### src/rtl/tx_lane_scheduler.sv
// tx_lane_scheduler: shares one lane serializer between two packet sources.
// Sends TRAIN_LEN COM (0xBC) bytes after reset, then grants the lane per packet
// round-robin, inserts one COM byte between packets and aborts stalled packets.
// Optional feature macro: TX_SCHED_STATS_EN (packet/abort statistics counters).
module tx_lane_scheduler #(
  parameter int unsigned TRAIN_LEN = 4,
  parameter int unsigned MAX_STALL = 8
) (
  input  logic       clock4,
  input  logic       reset_L,
  input  logic       valid0,
  input  logic       valid1,
  input  logic [7:0] data0,
  input  logic [7:0] data1,
  input  logic       last0,
  input  logic       last1,
  output logic       ready0,
  output logic       ready1,
  output logic [7:0] data_out,
  output logic       valid_out,
  output logic       abort_out,
  output logic       train_done
`ifdef TX_SCHED_STATS_EN
  ,
  output logic [15:0] pkt_count0,
  output logic [15:0] pkt_count1,
  output logic [7:0]  abort_count
`endif
);

  localparam logic [7:0] COM        = 8'hBC;
  localparam logic [7:0] TRAIN_LAST = 8'(TRAIN_LEN - 1);
  localparam logic [7:0] STALL_LAST = 8'(MAX_STALL - 1);

  typedef enum logic [1:0] {TRAIN, IDLE, SEND, GAP} state_t;

  state_t     state, state_nx;
  logic [7:0] train_cnt, train_cnt_nx;
  logic [7:0] stall_cnt, stall_cnt_nx;
  logic       grant, grant_nx;
  logic       last_grant, last_grant_nx;
  logic [7:0] data_nx;
  logic       valid_nx, abort_nx, train_done_nx;
  logic       sel_valid, sel_last;
  logic [7:0] sel_data;

  assign ready0    = (state == SEND) && !grant;
  assign ready1    = (state == SEND) && grant;
  assign sel_valid = grant ? valid1 : valid0;
  assign sel_data  = grant ? data1  : data0;
  assign sel_last  = grant ? last1  : last0;

  // Next-state and next-output decode; outputs are registered one cycle later.
  always_comb begin
    state_nx      = state;
    train_cnt_nx  = train_cnt;
    stall_cnt_nx  = stall_cnt;
    grant_nx      = grant;
    last_grant_nx = last_grant;
    data_nx       = COM;
    valid_nx      = 1'b0;
    abort_nx      = 1'b0;
    train_done_nx = train_done;
    case (state)
      TRAIN: begin
        if (train_cnt == TRAIN_LAST) begin
          state_nx      = IDLE;
          train_cnt_nx  = '0;
          train_done_nx = 1'b1;
        end else begin
          train_cnt_nx = train_cnt + 8'd1;
        end
      end
      IDLE: begin
        if (valid0 || valid1) begin
          grant_nx      = (valid0 && valid1) ? !last_grant : valid1;
          last_grant_nx = grant_nx;
          state_nx      = SEND;
        end
      end
      SEND: begin
        if (sel_valid) begin
          data_nx      = sel_data;
          valid_nx     = 1'b1;
          stall_cnt_nx = '0;
          if (sel_last) state_nx = GAP;
        end else if (stall_cnt == STALL_LAST) begin
          abort_nx     = 1'b1;
          stall_cnt_nx = '0;
          state_nx     = GAP;
        end else begin
          stall_cnt_nx = stall_cnt + 8'd1;
        end
      end
      GAP:     state_nx = IDLE;
      default: state_nx = TRAIN;
    endcase
  end

  // State and registered outputs with synchronous active-low reset.
  always_ff @(posedge clock4) begin
    if (!reset_L) begin
      state      <= TRAIN;
      train_cnt  <= '0;
      stall_cnt  <= '0;
      grant      <= 1'b0;
      last_grant <= 1'b1;
      data_out   <= COM;
      valid_out  <= 1'b0;
      abort_out  <= 1'b0;
      train_done <= 1'b0;
    end else begin
      state      <= state_nx;
      train_cnt  <= train_cnt_nx;
      stall_cnt  <= stall_cnt_nx;
      grant      <= grant_nx;
      last_grant <= last_grant_nx;
      data_out   <= data_nx;
      valid_out  <= valid_nx;
      abort_out  <= abort_nx;
      train_done <= train_done_nx;
    end
  end

`ifdef TX_SCHED_STATS_EN
  logic pkt_end0, pkt_end1;

  // A packet completes when its last byte is accepted.
  always_comb begin
    pkt_end0 = ready0 && valid0 && last0;
    pkt_end1 = ready1 && valid1 && last1;
  end

  // Wrapping statistics counters.
  always_ff @(posedge clock4) begin
    if (!reset_L) begin
      pkt_count0  <= '0;
      pkt_count1  <= '0;
      abort_count <= '0;
    end else begin
      if (pkt_end0) pkt_count0 <= pkt_count0 + 16'd1;
      if (pkt_end1) pkt_count1 <= pkt_count1 + 16'd1;
      if (abort_nx && (state == SEND)) abort_count <= abort_count + 8'd1;
    end
  end
`endif

endmodule

### config.mk
export PLATFORM = sky130hd
export DESIGN_NAME = tx_lane_scheduler
export DESIGN_NICKNAME = d
export VERILOG_FILES = /design/src/rtl/tx_lane_scheduler.sv
export SDC_FILE = /design/constraint.sdc
export NUM_CORES = 1
export LEC_CHECK = 0
export CAP_MARGIN = 25
export CORE_MARGIN = 3
export CORE_UTILIZATION = 55
export DETAILED_ROUTE_END_ITERATION = 16
export DONT_BUFFER_PORTS = 1
export GPL_TIMING_DRIVEN = 1
export PLACE_DENSITY_LB_ADDON = 0.2
export SLEW_MARGIN = 20
export SYNTH_ARGS = -nofsm -noshare
export SYNTH_HDL_FRONTEND = slang
export SYNTH_SLANG_ARGS = --single-unit
### constraint.sdc
create_clock -name clock4 -period 4.85 [get_ports clock4]
set_clock_uncertainty 0.2 [all_clocks]
set_input_delay 0.97 -clock clock4 [delete_from_list [all_inputs] [get_ports clock4]]
set_output_delay 0.97 -clock clock4 [all_outputs]
set_load 0.02 [all_outputs]
==> results of run 1 <==
-- worst min-delay path by stage --
stage	end	slack (ps)
after floorplan	state[1]	250
after global placement	state[1]	260
after detailed placement	state[1]	280
after CTS	state[1]	290
after global routing	state[1]	330
final	state[1]	280
-- synth_stat cells, types with 3 or more instances --
master                     instances
sky130_fd_sc_hd__xnor2_1           5
sky130_fd_sc_hd__nor2b_1           4
sky130_fd_sc_hd__nand2_1          24
sky130_fd_sc_hd__nand4_1           3
sky130_fd_sc_hd__inv_1             6
sky130_fd_sc_hd__ha_1              7
sky130_fd_sc_hd__o21ai_0           3
sky130_fd_sc_hd__and2_1            4
sky130_fd_sc_hd__dfxtp_1          31
sky130_fd_sc_hd__mux2i_1          13
sky130_fd_sc_hd__nor2_1           16
sky130_fd_sc_hd__clkbuf_1          5
sky130_fd_sc_hd__nor3_1            4
sky130_fd_sc_hd__a21boi_0          3
sky130_fd_sc_hd__nand3_1           6
-- power by group through the flow --
stage / sequential (mW) / combinational, mW / clock, mW
final: 0.305 / 0.128 / 0.212
after global routing: 0.309 / 0.146 / 0.228
after CTS: 0.305 / 0.130 / 0.219
after detailed placement: 0.311 / 0.129 / 0
after global placement: 0.309 / 0.124 / 0
after floorplan: 0.301 / 0.118 / 0
-- worst register-to-register path, cell delays in order (launching register included) --
cell and delay [ps]:
sky130_fd_sc_hd__dfxtp_1 780, sky130_fd_sc_hd__mux2i_1 500, sky130_fd_sc_hd__o311ai_4 270, sky130_fd_sc_hd__o21ba_2 300, sky130_fd_sc_hd__o221a_2 160
-- logic make-up (layout without fill, tap and decap cells) --
| kind of cell | count (synthesis) | after routing | share of synthesized area [%] |
|---|---|---|---|
| buf+inv | 12 | 14 | 3.02 |
| xor+xnor | 7 | 7 | 4.12 |
| mux | 14 | 14 | 9.50 |
| flops | 31 | 31 | 41.7 |
| compound gates | 19 | 19 | 11.2 |
| simple gates | 72 | 72 | 24.6 |
| fa+ha+maj | 7 | 7 | 5.88 |
-- flip-flops by register name (all words and copies together) (netlist names) --
signal	flops
valid_out	1
train_cnt	8
last_grant	1
grant	1
train_done	1
data_out	8
stall_cnt	8
state	2
abort_out	1
-- layout make-up --
type | instances | area (um^2) | share of cell area [%]
Clock buffer | 6 | 51.3 | 3.23
Inverter | 6 | 22.5 | 1.42
Sequential cell | 31 | 621 | 39.0
Multi-Input combinational cell | 119 | 823 | 51.8
Tap cell | 30 | 37.5 | 2.36
Clock inverter | 2 | 35.0 | 2.20
-- layer usage --
| metal | part of all wire, % | up-vias | GRT usage [%] |
|---|---|---|---|
| met5 | 0 | - | 0 |
| met4 | 0 | 0 | 7.28 |
| met3 | 6.2 | 0 | 7.35 |
| met2 | 52 | 32 | 30.6 |
| met1 | 42 | 511 | 19.4 |
| li1 | - | 562 | - |
==> impl_metrics.json, run 1 <==
{
  "num_antenna_cells": 0,
  "n_fill_cell": 222,
  "rsz_0062_raised_after_global_routing": "no",
  "ioPinCount": 35,
  "worst-r2r-setup-slack_ps": 2590,
  "floorplan.rows": 18,
  "vias": 1105,
  "synth.yosys.warnings": 0,
  "final_area_um2": 1590,
  "design_power_total_uw": 645,
  "grt_start_max_net_pins": 23,
  "netlist_area_um2": 1490,
  "netlist_top_cells_area": "sky130_fd_sc_hd__dfxtp_1 42%, sky130_fd_sc_hd__mux2i_1 8.7%, sky130_fd_sc_hd__nand2_1 6.1%",
  "postCtsSetupBuffers": 0,
  "wl_mm": 2.70,
  "grt_antenna_before_repair": 0,
  "crit_path_top_delay_cell": "sky130_fd_sc_hd__ha_1",
  "stdcell_count": 194,
  "drt_drc_violations_left": 0,
  "fin_util_pct": 63.0,
  "final_common_cell": "sky130_fd_sc_hd__dfxtp_1",
  "criticalPathCategory": "reg2out",
  "globalRouteTotalUtil_pct": 17.9,
  "cts_tree": "yes",
  "die_area_um2": 3370,
  "min_from": "state[1]",
  "power_switching_uw": 183,
  "final_antenna_net_count": 0,
  "fmaxAchievable_mhz": 350,
  "globalRoute.totalOverflow": 0,
  "final-max-slew-violation-count": 0,
  "worst_setup_path_end_kind": "primary output",
  "cts-root-buf": "sky130_fd_sc_hd__clkbuf_4",
  "synthDominantCellAreaShare_pct": 41.7,
  "final_hold_viol_count": 0,
  "post_cts_hold_buffer_count": 0,
  "cts.htree.levels": 2,
  "finalCriticalPeriod_ps": 2860,
  "grt_pass1_wl_mm": 4.64,
  "critical_path.n_buffers_inverters": 1,
  "place_hpwl_mm": 1.99,
  "preCtsSetupSlack_ps": 2360,
  "asyncSetResetFlopFracSynth_pct": 0,
  "final_layout_size_suffix_gt1_share_pct": 10.4,
  "tritoncts.num_buffers": 5,
  "mostFrequentLayoutCells": "31 x sky130_fd_sc_hd__dfxtp_1, 24 x sky130_fd_sc_hd__nand2_1, 16 x sky130_fd_sc_hd__nor2_1, 13 x sky130_fd_sc_hd__mux2i_1, 7 x sky130_fd_sc_hd__ha_1",
  "synth_top_flop_cell": "sky130_fd_sc_hd__dfxtp_1",
  "wire_per_inst_um": 13.9,
  "internal-power_uw": 462,
  "synthesis.instances": 162,
  "rr_endpoint": "stall_cnt[7]",
  "cap_violations": 0,
  "clock_latency_ps": 330,
  "first_global_vias": 1092,
  "placedInstanceArea_um2": 1500,
  "fp.coreArea_um2": 2520,
  "initial_utilization_pct": 59.0,
  "finalSetupViolCount": 0,
  "die_y_um": 58.0,
  "timing.hold.ws_ps": 284,
  "hp-class": "reg2reg",
  "pwr_density_cell_nw_per_um2": 405,
  "detailedRoute.firstIterationViolations": 31,
  "area_delta_synth_final_pct": 6.81,
  "swShare_pct": 28.4,
  "detail_route.first_pass.iterations": 4,
  "cp_slowest_stage_delay_ps": 490,
  "power_frac_clock_pct": 32.8,
  "synth_area_leader_cell": "sky130_fd_sc_hd__dfxtp_1",
  "worst-endpoint-required_ps": 3680,
  "crit_fanout": 15,
  "routabilityCongestion": 0.778,
  "period_share_pct": 58.9,
  "buffer_ports.inserted": 0,
  "sequentialPowerShare_pct": 47.3,
  "count_of_placed_standard_cells_including_taps": 186,
  "crit_path_start_kind": "flip-flop",
  "yosysSeqAreaShare_pct": 41.7,
  "vdd.ir_drop.worst_uv": 436,
  "max_slew.worst_pin.slew_ps": 699,
  "crit_arrival_ps": 1690,
  "post_cts.resized_instances": 0,
  "post_synthesis_net_count": 191,
  "numClockSinks": 31,
  "synth.ff_latch_count": 31,
  "run_status": "finished clean",
  "setup_total_negative_slack_ps": 0,
  "cp-startpoint": "state[0]",
  "clock_tree.buffer_depth": 2,
  "worstSetupPathDepth": 3,
  "cts.reportedPaths.clkPinSlew_ps": 100,
  "leakage_power_nw": 0.570,
  "path_cells": "inv_1, ha_1, nor2b_1",
  "timing.rr.start": "grant",
  "worst-r2r-cell-count": 4,
  "share_of_power_burned_in_combinational_logic_pct": 19.8,
  "hold-path-cell-count": 2,
  "netlist-cell-type-count": 38,
  "post_synth_edffs": 0,
  "chipWidth_um": 58.0,
  "cp_delay_by_family_top": "adder cells",
  "endpoint": "ready0",
  "fin_ws_ps": 1990,
  "post_drt_via_cell_ratio": 5.70,
  "design.final.nets": 192,
  "synth.avg_cell_area_um2": 9.19,
  "timing.slew.headroom_pct": 53.3
}
Note: power is estimated with default switching activity, not from simulation.
==> run 2, diff against run 1 <==
clock period = 2.8 ns   (was 4.85 ns; I/O delays follow)
==> run 2 against run 1 <==
  * Register-to-register slack worse by 2000 ps
  * Count of clock-buffer cells in the layout is the same
  * Flip-flop and latch count is the same
  * Die area unchanged
  * Global-route usage up 0.33 points
  * Non-clock buffer count rose by 2
  * Combinational power up 87%
  * Sequential share of layout area fell by 0.36 points
  * Worst setup slack worse by 1500 ps
  * Critical path depth grew 1
  * Total power rose by 74%
  * First-iteration DRC count fell by 35%
  * Critical path type unchanged
  * Largest cell class unchanged
  * Largest power group unchanged
==> impl_metrics.json, run 2 (same netlist as run 1, synthesis figures left out) <==
{
  "run_status": "finished clean",
  "final_common_cell": "sky130_fd_sc_hd__dfxtp_1",
  "globalRoute.totalOverflow": 0,
  "tritoncts.num_buffers": 5,
  "post_cts.resized_instances": 0,
  "min_from": "reset_L",
  "first_global_vias": 1074,
  "die_y_um": 58.0,
  "stdcell_count": 196,
  "timing.rr.start": "stall_cnt[4]",
  "routabilityCongestion": 0.788,
  "count_of_placed_standard_cells_including_taps": 188,
  "cts-root-buf": "sky130_fd_sc_hd__clkbuf_4",
  "cp_slowest_stage_delay_ps": 400,
  "numClockSinks": 31,
  "final_hold_viol_count": 0,
  "path_cells": "inv_1, ha_1, buf_4, nor2b_1",
  "fp.coreArea_um2": 2520,
  "final_antenna_net_count": 0,
  "fmaxAchievable_mhz": 438,
  "criticalPathCategory": "reg2out",
  "cp-startpoint": "state[0]",
  "cp_delay_by_family_top": "simple AND/OR/NAND/NOR gates",
  "globalRouteTotalUtil_pct": 18.2,
  "max_slew.worst_pin.slew_ps": 532,
  "floorplan.rows": 18,
  "cts_tree": "yes",
  "critical_path.n_buffers_inverters": 2,
  "detail_route.first_pass.iterations": 4,
  "place_hpwl_mm": 1.98,
  "clock_latency_ps": 330,
  "pwr_density_cell_nw_per_um2": 697,
  "grt_pass1_wl_mm": 4.67,
  "crit_path_start_kind": "flip-flop",
  "setup_total_negative_slack_ps": 0,
  "postCtsSetupBuffers": 0,
  "registers_with_the_most_flip_flops": "data_out: 8 flops, stall_cnt: 8 flops, train_cnt: 8 flops",
  "ioPinCount": 35,
  "buffer_ports.inserted": 0,
  "chipWidth_um": 58.0,
  "finalCriticalPeriod_ps": 2280,
  "post_drt_via_cell_ratio": 5.71,
  "hp-class": "in2reg",
  "leakage_power_nw": 0.581,
  "crit_arrival_ps": 1520,
  "cts.htree.levels": 2,
  "clock_tree.buffer_depth": 2,
  "die_area_um2": 3370,
  "initial_utilization_pct": 59.0,
  "vdd.ir_drop.worst_uv": 545,
  "finalSetupViolCount": 0,
  "rsz_0062_raised_after_global_routing": "no",
  "final-max-slew-violation-count": 0,
  "grt_start_max_net_pins": 23,
  "cap_violations": 0,
  "crit_path_top_delay_cell": "sky130_fd_sc_hd__nor2b_1",
  "post_cts_hold_buffer_count": 0,
  "num_antenna_cells": 0,
  "timing.slew.headroom_pct": 63.5,
  "design.final.nets": 194,
  "wl_mm": 2.74,
  "detailedRoute.firstIterationViolations": 20,
  "period_share_pct": 81.5,
  "area_delta_synth_final_pct": 7.82,
  "grt_antenna_before_repair": 0,
  "worst-endpoint-required_ps": 2040,
  "vias": 1119,
  "worst_setup_path_end_kind": "primary output",
  "cts.reportedPaths.clkPinSlew_ps": 100,
  "mostFrequentLayoutCells": "31 x sky130_fd_sc_hd__dfxtp_1, 24 x sky130_fd_sc_hd__nand2_1, 16 x sky130_fd_sc_hd__nor2_1, 13 x sky130_fd_sc_hd__mux2i_1, 7 x sky130_fd_sc_hd__ha_1",
  "crit_fanout": 15,
  "drt_drc_violations_left": 0,
  "wire_per_inst_um": 14.0,
  "final_layout_size_suffix_gt1_share_pct": 11.4
}
[run 2: power by group]
part | switching [mW] | internal (mW)
sequential | 0.0399 | 0.478
clock | 0.151 | 0.211
combinational | 0.124 | 0.115
total | 0.315 | 0.804
[run 2: metrics by stage]
stage	worst slack (ps)	utilization, %	area (um^2)	hold WS [ps]	power [mW]
CTS	494	63.6	1610	95.0	1.13
global route	434	63.6	1610	107	1.19
detailed placement	663	60.2	1520	278	0.769
finish	517	63.6	1610	115	1.12
floorplan	765	-	1490	251	0.725
global placement	716	60.2	1520	269	0.758
[run 2: path summary, 6_finish.rpt]
path                                    to  depth (start not counted)  slack [ps]
worst min register to register    state[1]                          2         290
worst max register to register    state[0]                          4         630
worst min-delay path            last_grant                          1         120
worst max-delay path                ready0                          4         520
[run 2: area by class of cell]
type	instances	area [um^2]
flip-flops and latches	31	621
well taps	30	37.5
clock inverters	2	35.0
repair buffers	2	15.0
multi-input cells	119	823
fillers	228	917
inverters	6	22.5
clock buffers	6	51.3
[run 2: routing by layer]
layer / vias up / part of all wire [%] / GRT usage, %
met3: 4 / 5.1 / 6.01
met2: 21 / 47 / 29.4
met1: 528 / 46 / 21.9
li1: 566 / - / -
met5: - / 0 / 0
met4: 0 / 1.4 / 8.28
